[src/rtl/unary_op_sequencer.sv]
// Bit-serial unary operation engine: one single-bit gate slice is stepped
// LSB-first across a WIDTH-bit operand, with valid/ready handshakes on both sides.
module unary_op_sequencer #(
  parameter int WIDTH = 8
) (
  input  logic             clk,
  input  logic             rst,
  input  logic             in_valid,
  output logic             in_ready,
  input  logic [2:0]       in_op,
  input  logic [WIDTH-1:0] in_a,
  output logic             out_valid,
  input  logic             out_ready,
  output logic [WIDTH-1:0] out_data
);

  localparam int CNT_W = $clog2(WIDTH);

  typedef enum logic [1:0] {S_IDLE, S_RUN, S_DONE} state_e;
  typedef enum logic [2:0] {
    OP_NOT, OP_POS, OP_NEG, OP_RAND, OP_ROR, OP_RXOR, OP_RXNOR, OP_LNOT
  } op_e;

  state_e             state_q, state_d;
  op_e                op_q, op_d;
  logic [CNT_W-1:0]   cnt_q, cnt_d;
  logic [WIDTH-1:0]   a_q, a_d;
  logic [WIDTH-1:0]   res_q, res_d;
  logic [WIDTH-1:0]   out_data_q, out_data_d;
  logic               acc_q, acc_d;
  logic               carry_q, carry_d;

  // One-bit datapath slice, evaluated on the current operand LSB.
  logic               bit_a, bit_r, acc_nxt, carry_nxt;
  logic [WIDTH-1:0]   res_shift, final_result;

  always_comb begin
    bit_a     = a_q[0];
    bit_r     = 1'b0;
    acc_nxt   = acc_q;
    carry_nxt = carry_q;
    unique case (op_q)
      OP_NOT:             bit_r = ~bit_a;
      OP_POS:             bit_r = bit_a;
      OP_NEG: begin
        bit_r     = ~bit_a ^ carry_q;
        carry_nxt = ~bit_a & carry_q;
      end
      OP_RAND:            acc_nxt = acc_q & bit_a;
      OP_ROR, OP_LNOT:    acc_nxt = acc_q | bit_a;
      OP_RXOR, OP_RXNOR:  acc_nxt = acc_q ^ bit_a;
      default:            bit_r = 1'b0;
    endcase

    res_shift = {bit_r, res_q[WIDTH-1:1]};
    unique case (op_q)
      OP_NOT, OP_POS, OP_NEG:     final_result = res_shift;
      OP_RXNOR, OP_LNOT:          final_result = {{(WIDTH-1){1'b0}}, ~acc_nxt};
      default:                    final_result = {{(WIDTH-1){1'b0}}, acc_nxt};
    endcase
  end

  // NOTE: every signal written here gets a default first so no latch is inferred.
  always_comb begin
    state_d    = state_q;
    op_d       = op_q;
    cnt_d      = cnt_q;
    a_d        = a_q;
    res_d      = res_q;
    out_data_d = out_data_q;
    acc_d      = acc_q;
    carry_d    = carry_q;

    unique case (state_q)
      S_IDLE: begin
        if (in_valid) begin
          op_d    = op_e'(in_op);
          a_d     = in_a;
          cnt_d   = '0;
          res_d   = '0;
          carry_d = 1'b1;
          acc_d   = (op_e'(in_op) == OP_RAND);
          state_d = S_RUN;
        end
      end
      S_RUN: begin
        a_d     = {1'b0, a_q[WIDTH-1:1]};
        res_d   = res_shift;
        acc_d   = acc_nxt;
        carry_d = carry_nxt;
        if (cnt_q == CNT_W'(WIDTH-1)) begin
          cnt_d      = '0;
          out_data_d = final_result;
          state_d    = S_DONE;
        end else begin
          cnt_d = cnt_q + CNT_W'(1);
        end
      end
      S_DONE: begin
        if (out_ready) state_d = S_IDLE;
      end
      default: state_d = S_IDLE;
    endcase
  end

  // NOTE: state registers use non-blocking assignments so all flops update together.
  always_ff @(posedge clk) begin
    if (rst) begin
      state_q    <= S_IDLE;
      op_q       <= OP_NOT;
      cnt_q      <= '0;
      a_q        <= '0;
      res_q      <= '0;
      out_data_q <= '0;
      acc_q      <= 1'b0;
      carry_q    <= 1'b0;
    end else begin
      state_q    <= state_d;
      op_q       <= op_d;
      cnt_q      <= cnt_d;
      a_q        <= a_d;
      res_q      <= res_d;
      out_data_q <= out_data_d;
      acc_q      <= acc_d;
      carry_q    <= carry_d;
    end
  end

  assign in_ready  = (state_q == S_IDLE);
  assign out_valid = (state_q == S_DONE);
  assign out_data  = out_data_q;

endmodule

[config.mk]
export PLATFORM = sky130hd
export DESIGN_NAME = unary_op_sequencer
export DESIGN_NICKNAME = d
export VERILOG_FILES = /design/src/rtl/unary_op_sequencer.sv
export SDC_FILE = /design/constraint.sdc
export NUM_CORES = 1
export LEC_CHECK = 0
export ABC_AREA = 1
export BUFFER_PORTS_ARGS = -buffer_cell sky130_fd_sc_hd__buf_2
export CAP_MARGIN = 20
export CELL_PAD_IN_SITES_DETAIL_PLACEMENT = 0
export CELL_PAD_IN_SITES_GLOBAL_PLACEMENT = 1
export CORE_UTILIZATION = 40
export CTS_BUF_LIST = sky130_fd_sc_hd__clkbuf_4 sky130_fd_sc_hd__clkbuf_8 sky130_fd_sc_hd__clkbuf_16
export CTS_CLUSTER_DIAMETER = 120
export DETAILED_ROUTE_END_ITERATION = 16
export PLACE_DENSITY = 0.86
export SYNTH_ARGS = -nofsm -noshare
export SYNTH_HDL_FRONTEND = slang
export SYNTH_SLANG_ARGS = --single-unit
[constraint.sdc]
create_clock -name clk -period 1.87 [get_ports clk]
set_clock_uncertainty 0.05 [all_clocks]
set_input_delay 0.2805 -clock clk [delete_from_list [all_inputs] [get_ports clk]]
set_output_delay 0.2805 -clock clk [all_outputs]
set_load 0.005 [all_outputs]
==> impl_metrics.ini, run 1 <==
[job]
drv_cap = 0

[worst_setup_path]
r2r_setup_slack_ns = 0.34
timing.critical_path.buf_inv = 1
cp_common_cell = a21oi_1
slowest_stage = dfxtp_1
setup.worst_path.start = state_q[0]
cp_cell_sequence = nand2_4 -> inv_2 -> a21oi_1 -> o21bai_1 -> a21oi_1
critPathLaunchType = flip-flop
r2r-end = carry_q
crit_family = compound AO/OA/AOI/OAI gates
regToRegStartpoint = state_q[0]
worstSetupPathDepth = 5
r2r.worst_path.cells = 5
critical_path.max_stage_delay_ns = 0.44
worstSetupPathType = flip-flop to flip-flop
required_ns = 2.03
end_kind = flip-flop
cp.arrival_ns = 1.69
crit_fanout = 24

[sta]
worst_pin_slew_ns = 0.3959
setup_viol = 0
fin_crit_sh_pct = 81.64
drv_slew = 0
rsz0062_at_grt = no
period_needed_ns = 1.527
hold_violations = 0
setup_tns_ns = 0
max_freq_ghz = 0.6550
slew_headroom_pct = 73.57

[drt]
first_pass_iters = 4
num_vias = 1341
drt_wl_total_um = 3164
wl_met1_um = 1516
route.met2.wl_um = 1420
drt_iter0_markers = 92
drtAntennaViolNets = 0
drc_errors = 0
wl_met3_um = 156
wl_per_cell_um = 11.76
top_layer = met4
viasPerCell = 4.985

[synth]
syn_area_mm2 = 0.001599
yosys_warnings = 0
synth_nets = 218
synth_area_per_cell_um2 = 8.076
yosysTopAreaCell = dfxtp_1
synthDistinctLibCells = 25
synth.area.top_cells = dfxtp_1 41%, nand2_1 10%, a21oi_2 6.0%
syn_inst = 198
ys_seq_area_share_pct = 41.31
ys_ff_latch = 33
synth_top_cell_area_share_pct = 41.31

[floorplanning]
die-height_um = 65.23
core_mm2 = 0.003744
fp.dieArea_mm2 = 0.004254
initial_core_util_pct = 42.71
row_count = 22
fp.dieW_um = 65.23
io_pins = 25

[global_routing]
track_usage_pct = 17.08
grt-ovfl-total = 0
grt_max_degree = 25
grt_pass1_wl_um = 5382
antenna_found_initial = 0
grt_pass1_vias = 1212

[layout]
fin_nets = 240
antenna_cells = 0
n_fill_cell = 377
area_delta_synth_final_pct = 13.69
drive_gt1_share_pct = 29.41
fin_area_mm2 = 0.001818

[placement]
hpwl_um = 2182
numPortBuffers = 24
placed_cell_area_mm2 = 0.001698
place_congestion = 0.7654

[power_and_ir_drop]
peakVddDrop_uv = 572.0
p_leak_nw = 0.7792
total_power_w = 0.001669
p_per_area_mw_per_mm2 = 918.1

[clocking]
clk_latency_ns = 0.28
cts_buffer_depth = 2
cts-hold-fix-buffers = 0
clk_pin_slew_ns = 0.07
h-tree-depth = 2
post_cts_buffers = 0
cts_buffers = 5
cts_resized = 0
cts.sinks = 33
cts-root-buf = clkbuf_8
cts_tree = yes

[worst_hold_path]
hold_depth = 4
worstHoldStart = out_ready
min_path_type = primary input to flip-flop
min_delay_worst_endpoint = state_q[1]

[outcome]
status = completed
-- power breakdown --
part | total [W] | switching (W) | internal, W
logic | 0.000194 | 0.000126 | 0.0000679
registers | 0.000768 | 0.0000312 | 0.000737
clock network | 0.000706 | 0.000258 | 0.000449
-- per-stage QoR --
step	hold WS [ns]	setup WS [ns]	utilization, %	std cells
2_1_floorplan	0.3891	0.5117	-	198
3_3_place_gp	0.4050	0.3519	45.35	261
3_5_place_dp	0.4100	0.3565	45.35	261
4_1_cts	0.1869	0.3441	48.56	269
5_1_grt	0.1911	0.2065	48.56	269
6_report	0.1929	0.3433	48.56	269
-- per-layer routing --
metal  vias to the layer above  track usage, %
met1                       608           20.73
li1                        697               -
met5                         -               0
met4                         0           8.967
met2                        29           26.68
met3                         7           5.556
-- layout by cell type (no fill, tap or decap) --
master,instances
o21ai_1,2
nand3_1,4
a21oi_1,10
nor2_1,13
nand2_1,44
a32oi_1,6
inv_2,2
buf_4,1
o21ai_0,13
buf_2,24
o21bai_1,2
clkbuf_8,6
nor2_2,4
nand2_2,9
a21oi_2,11
nand2_4,3
nor2_4,2
inv_4,1
inv_1,15
clkbuf_4,1
ha_1,5
bufinv_16,1
dfxtp_1,33
a31oi_1,7
nand4_1,2
-- area by class of cell --
cell class	instances	area (µm²)	area share, %
Tap cell	48	60.06	3.304
Timing Repair Buffer	25	127.6	7.020
Clock inverter	1	30.03	1.652
Multi-Input combinational cell	137	779.5	42.88
Clock buffer	7	90.09	4.955
Sequential cell	33	660.6	36.34
Inverter	18	70.07	3.854
-- worst max path at each step --
stage                             end  slack [ns]
after floorplan           out_data[1]        0.51
after global placement    out_data[1]        0.35
after detailed placement  out_data[5]        0.36
after CTS                 out_data[5]        0.34
after global routing      out_data[3]        0.21
final                         carry_q        0.34
-- worst reg2reg max path: stages (launching register included) --
cell and delay [ns]:
dfxtp_1 0.44, nand2_4 0.17, inv_2 0.35, a21oi_1 0.15, o21bai_1 0.17, a21oi_1 0.13
-- kinds of logic after synthesis --
group	after synthesis	synth area share, %
AND/OR/NAND/NOR	81	24.02
buffers and inverters	28	9.937
AO/OA/AOI/OAI	51	20.81
adder cells (fa/ha/maj)	5	3.912
flip-flops	33	41.31
-- sequential cells by signal, indices dropped and copies added (netlist names) --
| register | count |
|---|---|
| a_q | 8 |
| out_data | 8 |
| res_q | 7 |
| cnt_q | 3 |
| op_q | 3 |
| state_q | 2 |
| acc_q | 1 |
| carry_q | 1 |
-- synth_stat cells --
cell      instances
a21oi_2          11
inv_4             1
a32oi_1           6
buf_4             1
buf_12            1
nand2_4           3
ha_1              5
buf_6             4
nand3_1           4
o21ai_1           2
a21oi_1          10
nand4_1           2
inv_2             2
nand2_2           9
nor2_4            2
dfxtp_1          33
nand2_1          44
nor2_2            4
o21ai_0          13
nor2_1           13
clkbuf_1          3
a31oi_1           7
inv_1            15
buf_2             1
o21bai_1          2
No activity file was read; power rests on OpenSTA's default activity.
==> inputs of run 2 (changes only) <==
--- a/config.mk
+++ b/config.mk
@@ -10,11 +10,11 @@
 export CAP_MARGIN = 20
 export CELL_PAD_IN_SITES_DETAIL_PLACEMENT = 0
 export CELL_PAD_IN_SITES_GLOBAL_PLACEMENT = 1
-export CORE_UTILIZATION = 40
+export CORE_UTILIZATION = 37
 export CTS_BUF_LIST = sky130_fd_sc_hd__clkbuf_4 sky130_fd_sc_hd__clkbuf_8 sky130_fd_sc_hd__clkbuf_16
 export CTS_CLUSTER_DIAMETER = 120
 export DETAILED_ROUTE_END_ITERATION = 16
-export PLACE_DENSITY = 0.86
+export PLACE_DENSITY = 0.84
 export SYNTH_ARGS = -nofsm -noshare
 export SYNTH_HDL_FRONTEND = slang
 export SYNTH_SLANG_ARGS = --single-unit
==> constraint.sdc (replaced) <==
create_clock -name clk -period 1.37 [get_ports clk]
set_clock_uncertainty 0.05 [all_clocks]
set_input_delay 0.2055 -clock clk [delete_from_list [all_inputs] [get_ports clk]]
set_output_delay 0.2055 -clock clk [all_outputs]
set_load 0.005 [all_outputs]
==> run 2 against run 1 <==
Against the previous run:
- worst setup slack worse by 0.28 ns
- hold slack worse by 0.071 ns
- non-clock buffer count up 9
- register-to-register slack worse by 0.28 ns
- critical path type unchanged
- critical path depth up 2
==> impl_metrics.ini, run 2 (synthesized netlist as in run 1, its figures left out) <==
[sta]
max_freq_ghz = 0.7662
period_needed_ns = 1.305
fin_crit_sh_pct = 95.27
hold_violations = 0
worst_pin_slew_ns = 0.3795
drv_slew = 0
setup_viol = 0
slew_headroom_pct = 74.67

[worst_setup_path]
end_kind = flip-flop
crit_family = flip-flops
crit_fanout = 8
cp_cell_sequence = ha_2 -> ha_4 -> inv_4 -> nor2_4 -> inv_4 -> a32oi_1 -> nor2_1
slowest_stage = dfxtp_2
critPathLaunchType = flip-flop
critical_path.max_stage_delay_ns = 0.34
required_ns = 1.49
cp.arrival_ns = 1.42
timing.critical_path.buf_inv = 2
worstSetupPathType = flip-flop to flip-flop
cp_common_cell = inv_4

[clocking]
cts_buffers = 5
post_cts_buffers = 0
cts-root-buf = clkbuf_8
h-tree-depth = 2
cts.sinks = 33
cts_buffer_depth = 2
clk_latency_ns = 0.28
cts_tree = yes
clk_pin_slew_ns = 0.07
cts-hold-fix-buffers = 0

[global_routing]
track_usage_pct = 15.16
antenna_found_initial = 0
grt_max_degree = 21
grt_pass1_wl_um = 5050
grt_pass1_vias = 1142
grt-ovfl-total = 0

[worst_hold_path]
min_path_type = primary input to flip-flop

[floorplanning]
core_mm2 = 0.004086
io_pins = 25
fp.dieW_um = 67.74
die-height_um = 67.74
row_count = 23
fp.dieArea_mm2 = 0.004589
initial_core_util_pct = 39.13

[layout]
layout_commonest_cell = nand2_1
final_cell_mix = 44 x nand2_1, 26 x dfxtp_1, 24 x buf_2
area_delta_synth_final_pct = 23.24
antenna_cells = 0
drive_gt1_share_pct = 38.70
fin_nets = 249
fin_cells = 280
fin_area_mm2 = 0.001971

[drt]
drt_iter0_markers = 50
drtAntennaViolNets = 0
wl_per_cell_um = 11.19
num_vias = 1338
first_pass_iters = 4
viasPerCell = 4.779
drc_errors = 0
drt_wl_total_um = 3133

[placement]
dpl.cell_count = 272
hpwl_um = 2205
numPortBuffers = 24
place_congestion = 0.7886
placed_cell_area_mm2 = 0.001780

[power_and_ir_drop]
p_leak_nw = 0.8397
peakVddDrop_uv = 880.0
p_per_area_mw_per_mm2 = 1237

[job]
drv_cap = 0

[outcome]
status = completed
-- run 2: cell types whose count changed in the layout (fill, tap and decap cells not counted), moves of 2 or more --
cell and delta:
ha_4 +2, dfxtp_2 +7, buf_4 +8, dfxtp_1 -7, ha_1 -3, inv_1 -4, inv_2 +2
-- run 2: path summary, 6_finish.rpt --
kind,from,to,slack [ns],cells after the start
hold / removal,out_ready,state_q[1],0.12,4
setup reg to reg,cnt_q[0],out_data[2],0.06,7
setup / recovery,cnt_q[0],out_data[2],0.06,7
hold reg to reg,carry_q,carry_q,0.42,2
-- run 2: where the power goes --
part	internal [W]	switching, W
Combinational	0.000127	0.000188
Sequential	0.00101	0.0000388
Clock	0.000722	0.000352
Total	0.00186	0.000579
-- run 2: what timing repair did --
item / CTS / global route
resized for setup: 1 / 20
gates cloned: 0 / 0
setup endpoints to repair: 8 / 11
pin swaps: 0 / 9
-- run 2: metrics by stage --
step	total power [W]	utilization (%)	setup WS [ns]	hold slack (ns)	setup TNS [ns]
5_1_grt	0.002562	48.22	-0.01273	0.1245	-0.01605
6_report	0.002437	48.22	0.06485	0.1217	0
3_3_place_gp	0.001370	43.57	0.03356	0.4062	0
4_1_cts	0.002454	46.85	0.007458	0.1136	0
2_1_floorplan	0.001299	-	0.01166	0.3141	0
3_5_place_dp	0.001370	43.57	-0.05146	0.4109	-0.2625
-- run 2: area by class of cell --
type                       count  area, µm²
fill                         409       2116
multi-input combinational    137      819.5
sequential                    33      669.4
timing repair buffer          34      207.7
inverter                      18      77.57
clock buffer                   5      68.82
clock inverter                 3      65.06
tap                           50      62.56
-- run 2: metal layers --
layer	vias up	track usage (%)	wire length, µm
li1	715	-	-
met1	596	19.16	1579
met2	23	22.77	1400
met3	4	5.236	111
met4	0	7.181	41
met5	-	0	0
-- run 2: worst min-delay path: cells and delay by family --
family	cells	cell delay [ns]
buffers and inverters	2	0.10
AND/OR/NAND/NOR	1	0.05
AO/OA/AOI/OAI	1	0.05
